===== src/rtl/instruction_fetch_unit.sv =====
// instruction_fetch_unit: program counter and fetch stage in front of a
// byte-addressed, combinational instruction memory. It fetches big-endian
// 16-bit words and hands them to decode through a registered IF/ID latch.
// It handles stall hold, branch redirect with flush, and halt detection.
module instruction_fetch_unit #(
  parameter logic [15:0] RESET_PC    = 16'h0000,
  parameter int          MEM_BYTES   = 256,
  parameter logic [3:0]  HALT_OPCODE = 4'hF
) (
  input  logic        clk,
  input  logic        reset,
  output logic [15:0] pc_out,
  input  logic [15:0] instr_in,
  input  logic        stall,
  input  logic        branch_taken,
  input  logic [15:0] branch_target,
  output logic [15:0] if_instr,
  output logic [15:0] if_pc,
  output logic        if_valid,
  output logic        halted,
  output logic [15:0] fetch_count
);

  // MEM_BYTES is a power of two, so modulo reduces to masking.
  localparam logic [15:0] PC_MASK = 16'(MEM_BYTES - 1);

  typedef enum logic [1:0] {
    ST_START = 2'd0,
    ST_FETCH = 2'd1,
    ST_HALT  = 2'd2
  } state_t;

  state_t      state_r,       state_s;
  logic [15:0] pc_r,          pc_s;
  logic [15:0] if_instr_r,    if_instr_s;
  logic [15:0] if_pc_r,       if_pc_s;
  logic        if_valid_r,    if_valid_s;
  logic        halted_r,      halted_s;
  logic [15:0] fetch_count_r, fetch_count_s;

  // Reduce an address into the instruction memory range.
  function automatic logic [15:0] wrap_pc(input logic [15:0] addr);
    return addr & PC_MASK;
  endfunction

  // Increment the issue counter, but stop at all-ones.
  function automatic logic [15:0] sat_inc(input logic [15:0] cnt);
    return (cnt == 16'hFFFF) ? cnt : cnt + 16'd1;
  endfunction

  // Compute next state and next datapath values. Each value holds unless an action below changes it.
  always_comb begin
    state_s       = state_r;
    pc_s          = pc_r;
    if_instr_s    = if_instr_r;
    if_pc_s       = if_pc_r;
    if_valid_s    = if_valid_r;
    halted_s      = halted_r;
    fetch_count_s = fetch_count_r;

    case (state_r)
      ST_START: begin
        // One bubble after reset; redirect and backpressure are not observed yet.
        if_valid_s = 1'b0;
        state_s    = ST_FETCH;
      end

      ST_FETCH: begin
        if (branch_taken) begin
          // A redirect flushes the latch, even when decode is stalled.
          pc_s       = wrap_pc(branch_target & 16'hFFFE);
          if_valid_s = 1'b0;
          if_instr_s = 16'h0000;
        end else if (stall) begin
          pc_s       = pc_r;
          if_valid_s = if_valid_r;
        end else begin
          if_instr_s    = instr_in;
          if_pc_s       = pc_r;
          if_valid_s    = 1'b1;
          fetch_count_s = sat_inc(fetch_count_r);
          if (instr_in[15:12] == HALT_OPCODE) begin
            // Freeze on the halt word; it stays the last issued instruction.
            pc_s    = pc_r;
            state_s = ST_HALT;
          end else begin
            pc_s    = wrap_pc(pc_r + 16'd2);
            state_s = ST_FETCH;
          end
        end
      end

      ST_HALT: begin
        // Only reset leaves this state. The halt word retires on its first unstalled edge.
        halted_s = 1'b1;
        if (!stall) begin
          if_valid_s = 1'b0;
        end else begin
          if_valid_s = if_valid_r;
        end
      end

      default: begin
        // Recover from an illegal encoding by restarting the fetch sequence.
        state_s    = ST_START;
        if_valid_s = 1'b0;
      end
    endcase
  end

  // Hold the FSM state and datapath registers; clear them asynchronously on reset.
  always_ff @(posedge clk or negedge reset) begin
    if (!reset) begin
      state_r       <= ST_START;
      pc_r          <= RESET_PC;
      if_instr_r    <= 16'h0000;
      if_pc_r       <= 16'h0000;
      if_valid_r    <= 1'b0;
      halted_r      <= 1'b0;
      fetch_count_r <= 16'h0000;
    end else begin
      state_r       <= state_s;
      pc_r          <= pc_s;
      if_instr_r    <= if_instr_s;
      if_pc_r       <= if_pc_s;
      if_valid_r    <= if_valid_s;
      halted_r      <= halted_s;
      fetch_count_r <= fetch_count_s;
    end
  end

  assign pc_out      = pc_r;
  assign if_instr    = if_instr_r;
  assign if_pc       = if_pc_r;
  assign if_valid    = if_valid_r;
  assign halted      = halted_r;
  assign fetch_count = fetch_count_r;

endmodule


===== config.mk =====
export PLATFORM = sky130hd
export DESIGN_NAME = instruction_fetch_unit
export DESIGN_NICKNAME = d
export VERILOG_FILES = /design/src/rtl/instruction_fetch_unit.sv
export SDC_FILE = /design/constraint.sdc
export NUM_CORES = 1
export LEC_CHECK = 0
export ABC_CLOCK_PERIOD_IN_PS = 3700
export BUFFER_PORTS_ARGS = -buffer_cell sky130_fd_sc_hd__buf_2
export CELL_PAD_IN_SITES_DETAIL_PLACEMENT = 0
export CELL_PAD_IN_SITES_GLOBAL_PLACEMENT = 2
export CORE_ASPECT_RATIO = 1.4
export CORE_UTILIZATION = 30
export CTS_CLUSTER_DIAMETER = 120
export CTS_CLUSTER_SIZE = 25
export DETAILED_ROUTE_END_ITERATION = 7
export GPL_ROUTABILITY_DRIVEN = 1
export GPL_TIMING_DRIVEN = 0
export PLACE_DENSITY_LB_ADDON = 0.25
export RECOVER_POWER = 100
export SLEW_MARGIN = 20
export SYNTH_ARGS = -nofsm -noshare
export SYNTH_HDL_FRONTEND = slang
export SYNTH_SLANG_ARGS = --single-unit
export TNS_END_PERCENT = 1

===== constraint.sdc =====
create_clock -name clk -period 3.7 [get_ports clk]
set_clock_uncertainty 0.1 [all_clocks]
set_input_delay 0.37 -clock clk [delete_from_list [all_inputs] [get_ports clk]]
set_output_delay 0.37 -clock clk [all_outputs]
set_load 0.01 [all_outputs]

==> results of run 1 <==
==> power by group through the flow <==
stage	registers, mW	clock network (mW)	logic (mW)
6_report	0.694	0.476	0.273
5_1_grt	0.708	0.513	0.309
4_1_cts	0.694	0.490	0.304
3_5_place_dp	0.704	0	0.304
3_3_place_gp	0.703	0	0.300
2_1_floorplan	0.725	0	0.140
==> cell usage in the layout (no fill, tap or decap), drive strengths merged, types with 7 or more instances in the layout <==
master,count
a22o,16
conb,18
dfrtp,50
clkbuf,66
buf,42
nor2,9
xor2,8
o21ai,10
nand3,7
nand2,28
==> cell usage after synthesis, types with 2 or more instances <==
library cell,instances,share of area
o31ai_1,6,0.019
nand3_1,7,0.015
dfrtp_1,50,0.53
nor4_1,2,0.0053
nor4_4,2,0.018
ha_1,2,0.011
nand4_1,6,0.016
mux2_2,2,0.0095
a31oi_1,2,0.0053
xor2_1,8,0.030
a22oi_1,3,0.0095
a22o_1,16,0.059
nor2_1,8,0.013
clkbuf_1,9,0.014
inv_1,3,0.0047
nor3_1,5,0.011
and3_1,3,0.0079
o21ai_0,10,0.021
nand2b_1,3,0.0079
xnor2_1,5,0.018
buf_4,18,0.057
nand2_1,28,0.044
nor4b_1,2,0.0074
==> metal layers <==
layer / global-route usage / part of all wire / vias to the layer above
li1: - / - / 947
met1: 0.168 / 0.44 / 901
met2: 0.231 / 0.48 / 58
met3: 0.0340 / 0.060 / 7
met4: 0.0485 / 0.015 / 0
met5: 0 / 0 / -
==> cell families (layout without fill, tap and decap cells) <==
logic type                 count (synthesis)  in the layout  share of synthesized area
muxes                                      4              4                     0.0184
buffers and inverters                     31            113                     0.0807
other                                      1             18                    0.00158
AOI/OAI and AO/OA                         45             45                      0.141
xor gates and xnor gates                  13             13                     0.0480
and+or+nand+nor                           75             75                      0.173
DFF                                       50             50                      0.527
adders and majority gates                  2              2                     0.0105
==> per-stage QoR <==
step | hold slack [ps] | cells | utilization | worst slack (ps) | power, mW
final | -18.2 | 420 | 0.388 | 1150 | 1.44
after CTS | 12.4 | 420 | 0.400 | 1470 | 1.49
after floorplan | -25.6 | 238 | - | 1680 | 0.865
after global routing | 34.0 | 420 | 0.388 | 971 | 1.53
after global placement | 348 | 412 | 0.381 | 1450 | 1.00
after detailed placement | 354 | 412 | 0.381 | 1450 | 1.01
==> final cells by class <==
cell class,count,area [um2],share of cell area
multi-input cells,157,976,0.326
plain buffers,28,173,0.0578
inverters,3,11.3,0.00377
repair buffers,74,310,0.104
flip-flops and latches,50,1250,0.419
well taps,100,125,0.0419
clock buffers,6,82.6,0.0276
clock inverters,2,60.1,0.0201
==> worst reg2reg max path, cell delays in order, from the launching register on <==
cell and delay, ps:
dfrtp_1 420, or4b_1 510, clkbuf_1 210, nor4_1 680
nand4_1 180, mux2_1 340
==> flip-flops by register name, indices dropped and copies added, names as in the netlist <==
name,cells
fetch_count,16
pc_out,7
state_r,2
if_pc,7
halted,1
if_valid,1
if_instr,16
==> worst paths after layout <==
check | depth (start not counted) | end | from
max in group asynchronous | 1 | fetch_count[7]$_DFFE_PN0P_ | reset
min reg2reg | 1 | halted$_DFFE_PN0N_ | halted$_DFFE_PN0N_
min | 1 | pc_out[3]$_DFFE_PN0P_ | reset
min in group clk | 2 | if_instr[5]$_DFFE_PN0P_ | instr_in[5]
max | 5 | fetch_count[15]$_DFFE_PN0P_ | state_r[1]$_DFFE_PN0P_
max reg2reg | 5 | fetch_count[15]$_DFFE_PN0P_ | state_r[1]$_DFFE_PN0P_
==> impl_results.md, run 1 <==
* Ys async rst share at 1.00
* Syn_area_per_cell at 10.7 um2
* Root Driver: clkbuf_8
* Row cnt at 38
* Part of the power in registers at 0.481
* First-pass GRT wire length at 8860 um
* Kind of critical path: flop to flop
* Worst-Margin Slew at 1040 ps
* Slowest stage delay, CP at 680 ps
* Routed Antenna Nets at 0
* Post-synthesis sequential area ratio at 0.527
* Crit start category: flop
* Die Wd at between 70 and 80 um
* Setup TNS at 0 ps
* Final worst path period share at 0.689
* Switch share at 0.295
* WL per Instance at 13.1 um
* Core area at 0.00770 mm2
* Fin. max-slew vios at 0
* CTS tree: built
* Clock sink count at 50
* Critical path cell sequence: or4b_1 -> clkbuf_1 -> nor4_1 -> nand4_1 -> mux2_1
* Clk buf depth at 2
* RD Place Congestion at 0.712
* Share of cells above drive strength 1 at 0.172
* Vias per inst at 4.55
* Area after DPL at just under 0.003 mm2
* IO Count at around 100
* WL final at between 5000 and 6000 um
* Fill cell count at about 830
* TritonRoute pass-1 iters at 4
* Status: complete, but fails checks
* Fin crit period at 2550 ps
* Worst hold slack at -18.2 ps
* IO buf count at 74
* Die Height at 107 um
* Layout Nets at 357
* Clock power share at 0.330
* Number of synthesized register bits at 50
* Area Growth Syn to Fin at 25.9%
* Int Pwr at roughly 1.0 mW
* Post-route cell area at 0.00299 mm2
* Post-synth EDFFs at 0
* Crit end category: flop
* First DRT Iteration DRCs at 45
* Fmax at 392 MHz
* Min-Delay Path Class: primary input to asynchronous set/reset pin
* MaxCap Viol Count at 0
* CP delay by family, top: simple AND/OR/NAND/NOR gates
* Vias in the first global route at 1759
* TritonCTS Buffers at 5
* Hold buffer count at CTS at 0
* Initial core utilization at 0.308
* Gr ovfl total at 0
* H-tree levels at 2
* Pwr Density at 483 mW/mm2
* Slowest cell on crit path: nor4_1
* Endpoints failing setup at 0
* Detailed Place HPWL at 3980 um
* Vias at 1913
* Worst-skew pair later-pin latency at 310 ps
* Crit-path max FO at 8
* Overall Global Routing Usage at 0.137
* Most used DFF post-synth: dfrtp_1
* Worst EP required at 3790 ps
* Initial antenna violation count at 0
* Lkg Pwr at 1.44 nW
* Worst-path clk slew at 100 ps
* Synthesized cell area at 0.00237 mm2
* Max transition margin at 0.299
* Cells after Synth at 221
* Gate power share at 0.189
* ANT cells at 0
* Die footprint at 0.00828 mm2
* Post CTS Setup Buffer Count at 0
* Failing checks: hold timing
* Post_cts resized at 0
* Flop2flop setup slack at between 1000 and 1500 ps
* Buf/Inv on CP at 1
* DRC at 0
* CP arrival at 2640 ps
* Psw at around 430 uW
* Max VDD drop at ~0.00014 V
* Endpoints failing hold at 22
* Netlist cell types at 44
* RSZ-0062 raised after global routing: false
* YS warnings at 0
* Pin count of the biggest net entering global routing at 51
(Power assumes the default switching activity.)
==> inputs of run 2 (changes only) <==
--- a/config.mk
+++ b/config.mk
@@ -5,12 +5,13 @@
 export SDC_FILE = /design/constraint.sdc
 export NUM_CORES = 1
 export LEC_CHECK = 0
-export ABC_CLOCK_PERIOD_IN_PS = 3700
+export ABC_AREA = 1
+export ABC_CLOCK_PERIOD_IN_PS = 2300
 export BUFFER_PORTS_ARGS = -buffer_cell sky130_fd_sc_hd__buf_2
 export CELL_PAD_IN_SITES_DETAIL_PLACEMENT = 0
 export CELL_PAD_IN_SITES_GLOBAL_PLACEMENT = 2
 export CORE_ASPECT_RATIO = 1.4
-export CORE_UTILIZATION = 30
+export CORE_UTILIZATION = 24
 export CTS_CLUSTER_DIAMETER = 120
 export CTS_CLUSTER_SIZE = 25
 export DETAILED_ROUTE_END_ITERATION = 7
==> constraint.sdc (replaced) <==
create_clock -name clk -period 2.3 [get_ports clk]
set_clock_uncertainty 0.1 [all_clocks]
set_input_delay 0.23 -clock clk [delete_from_list [all_inputs] [get_ports clk]]
set_output_delay 0.23 -clock clk [all_outputs]
set_load 0.01 [all_outputs]
==> run 2 against run 1 <==
Synthesized cell count grew 41%. Critical endpoint is now fetch_count[13]$_DFFE_PN0P_. Area after synthesis increased by 10%. The flow now finishes without violations. Sequential power grew 32%.
==> impl_results.md, run 2 <==
* Status: completed
* Int Pwr at 1.40 mW (+38%)
* Fin. max-slew vios at 0 (unchanged)
* Pin count of the biggest net entering global routing at 51 (unchanged)
* TritonCTS Buffers at 5 (unchanged)
* Worst-skew pair later-pin latency at 290 ps (-20 ps)
* Top-area cell type share of the netlist area at 0.479 (-0.0485)
* Kind of critical path: flop to flop
* Worst-Margin Slew at 1320 ps (+279 ps)
* Vias at 2272 (+19%)
* Share of cells above drive strength 1 at 0.167 (-0.00440)
* RD Place Congestion at 0.759 (+6.5%)
* First DRT Iteration DRCs at 74 (+64%)
* Pwr Density at 555 mW/mm2 (+15%)
* Worst EP required at 2390 ps (-1400 ps)
* Worst Slack Setup Final at 427 ps (-724 ps)
* Max VDD drop at 0.000287 V (+100%)
* Row cnt at 44 (+16%)
* R2R Path Start: state_r[1]$_DFFE_PN0P_
* H-tree levels at 2 (unchanged)
* Fmax at 534 MHz (+36%)
* Area contributors post-synth: dfrtp_1 48%, nand2_1 15%, buf_4 5.7%
* Psw at 432 uW (+1.5%)
* Cells after Synth at 312 (+41%)
* Post-synth EDFFs at 0 (unchanged)
* Layout Nets at 449 (+26%)
* Syn_area_per_cell at 8.38 um2 (-22%)
* Detailed Place HPWL at 5140 um (+29%)
* Clk buf depth at 2 (unchanged)
* Area after DPL at 0.00322 mm2 (+9.8%)
* Initial antenna violation count at 0 (unchanged)
* Post_cts resized at 0 (unchanged)
* Max transition margin at 0.118 (-0.181)
* Worst hold slack at 49.3 ps (+67.5 ps)
* Part of the power in registers at 0.498 (+0.017)
* Number of synthesized register bits at 50 (unchanged)
* Vias per inst at 4.13 (-9.3%)
* YS warnings at 0 (unchanged)
* Flop2flop setup slack at 430 ps (-720 ps)
* Area Growth Syn to Fin at 26.6%
* Gate power share at 0.079 (-0.110)
* Gr ovfl total at 0 (unchanged)
* WL per Instance at 12.5 um (-4.5%)
* Post CTS Setup Buffer Count at 0 (unchanged)
* IO Count at 102 (unchanged)
* Endpoints failing hold at 0 (-100%)
* Post-synth top area cell: dfrtp_1
* MaxCap Viol Count at 0 (unchanged)
* First-pass GRT wire length at 11200 um (+26%)
* R2R depth at 8 (+3)
* Fin crit period at 1870 ps (-676 ps)
* Hold buffer count at CTS at 1 (+1)
* Netlist cell types at 32 (-27%)
* Lkg Pwr at 1.65 nW (+14%)
* Die footprint at 0.0113 mm2 (+37%)
* Endpoints failing setup at 0 (unchanged)
* Core area at 0.0105 mm2 (+36%)
* Crit-path max FO at 10 (+2)
* Clock power share at 0.422 (+0.092)
* Die Wd at 90.2 um (+17%)
* Synth cell count leaders: 104 x nand2_1, 50 x dfrtp_1, 20 x buf_4, 20 x inv_1, 20 x nor2_1
* Root Driver: clkbuf_16
* Fill cell count at 1191 (+43%)
* Post-placement setup slack at 441 ps (-1010 ps)
* Clock sink count at 50 (unchanged)
* Vias in the first global route at 2174 (+24%)
* RSZ-0062 raised after global routing: false
* Die Height at 125 um (+17%)
* Overall Global Routing Usage at 0.126 (-0.0102)
* Routed Antenna Nets at 0 (unchanged)
* Min-Delay Path Class: primary input to flop
* CP arrival at 1960 ps (-680 ps)
* Crit path from: state_r[1]$_DFFE_PN0P_
* Ys async rst share at 1.00 (unchanged)
* Commonest cells after routing, fill and taps aside: 104 x nand2_1, 52 x clkbuf_1, 50 x dfrtp_1
* WL final at 6850 um (+25%)
* Synthesized cell area at 0.00261 mm2 (+10%)
* IO buf count at 74 (unchanged)
* DRC at 0 (unchanged)
* Setup TNS at 0 ps (unchanged)
* Final worst path period share at 0.814 (+0.125)
* End point of the critical path: fetch_count[13]$_DFFE_PN0P_
* CTS tree: built
* TritonRoute pass-1 iters at 4 (unchanged)
* Most common cell after layout, fill and taps aside: nand2_1
* ANT cells at 0 (unchanged)
* Initial core utilization at 0.250 (-0.0583)
* Post-route cell area at 0.00331 mm2 (+11%)
* Worst-path clk slew at 70 ps (-30 ps)
* Post-synthesis sequential area ratio at 0.479 (-0.0485)
* Reg2reg end: fetch_count[13]$_DFFE_PN0P_
* Most frequent cell after synthesis: nand2_1
* Switch share at 0.235 (-0.0593)
* Crit start category: flop
* Crit end category: flop
* Most used DFF post-synth: dfrtp_1
-- run 2: changes by cell type in the layout (fill, tap and decap cells not counted), moves of 6 or more --
cell      previous run  this run
nand2_1             28       104
inv_1                3        22
nor2_1               8        22
nand3_1              7        16
clkbuf_1            60        52
o31ai_1              6         0
-- run 2: worst min path at each step --
stage	from	to	depth (start not counted)
floorplan	reset	fetch_count[0]$_DFFE_PN0P_	0
global placement	halted$_DFFE_PN0N_	halted$_DFFE_PN0N_	2
detailed placement	reset	fetch_count[9]$_DFFE_PN0P_	1
CTS	instr_in[3]	if_instr[3]$_DFFE_PN0P_	2
global route	instr_in[11]	if_instr[11]$_DFFE_PN0P_	2
finish	instr_in[3]	if_instr[3]$_DFFE_PN0P_	2
-- run 2: cell families after synthesis --
| group | share of synthesized area |
|---|---|
| xor+xnor | 0.0268 |
| buf+inv | 0.109 |
| compound gates | 0.107 |
| fa+ha+maj | 0.00957 |
| flops | 0.479 |
| other cells | 0.00143 |
| simple gates | 0.268 |
-- run 2: metrics by stage --
step                      std cells  utilization  power, mW
final                           550        0.316       1.83
after global routing            550        0.316       1.92
after CTS                       550        0.324       1.88
after detailed placement        541        0.308       1.09
after global placement          541        0.308       1.09
after floorplan                 329            -       1.01
-- run 2: power by group through the flow --
stage | logic, mW | clock network (mW) | registers, mW
5_1_grt | 0.164 | 0.839 | 0.917
3_3_place_gp | 0.155 | 0 | 0.931
2_1_floorplan | 0.0711 | 0 | 0.940
3_5_place_dp | 0.156 | 0 | 0.931
6_report | 0.146 | 0.775 | 0.914
4_1_cts | 0.157 | 0.812 | 0.914
-- run 2: cell type report --
class | instances | area, um2 | area share
Multi-Input combinational cell | 228 | 1130 | 0.342
Clock buffer | 7 | 143 | 0.0431
Inverter | 26 | 98.8 | 0.0299
Sequential cell | 50 | 1250 | 0.378
Tap cell | 138 | 173 | 0.0522
Buffer | 25 | 181 | 0.0548
Clock inverter | 1 | 8.76 | 0.00265
Timing Repair Buffer | 75 | 320 | 0.0968
-- run 2: routing by layer --
metal  track usage  share of wire
met1         0.140           0.41
met2         0.236           0.54
met3        0.0237          0.033
met4        0.0484          0.016
met5             0              0
-- run 2: worst max-delay path: stages, from the launching register on --
cell and delay, ps:
dfrtp_1 370, inv_2 60, nand2_1 100, nor3_2 150, clkbuf_1 480, o21ai_4 190, buf_6 200, nand2_1 60
nand2_1 60
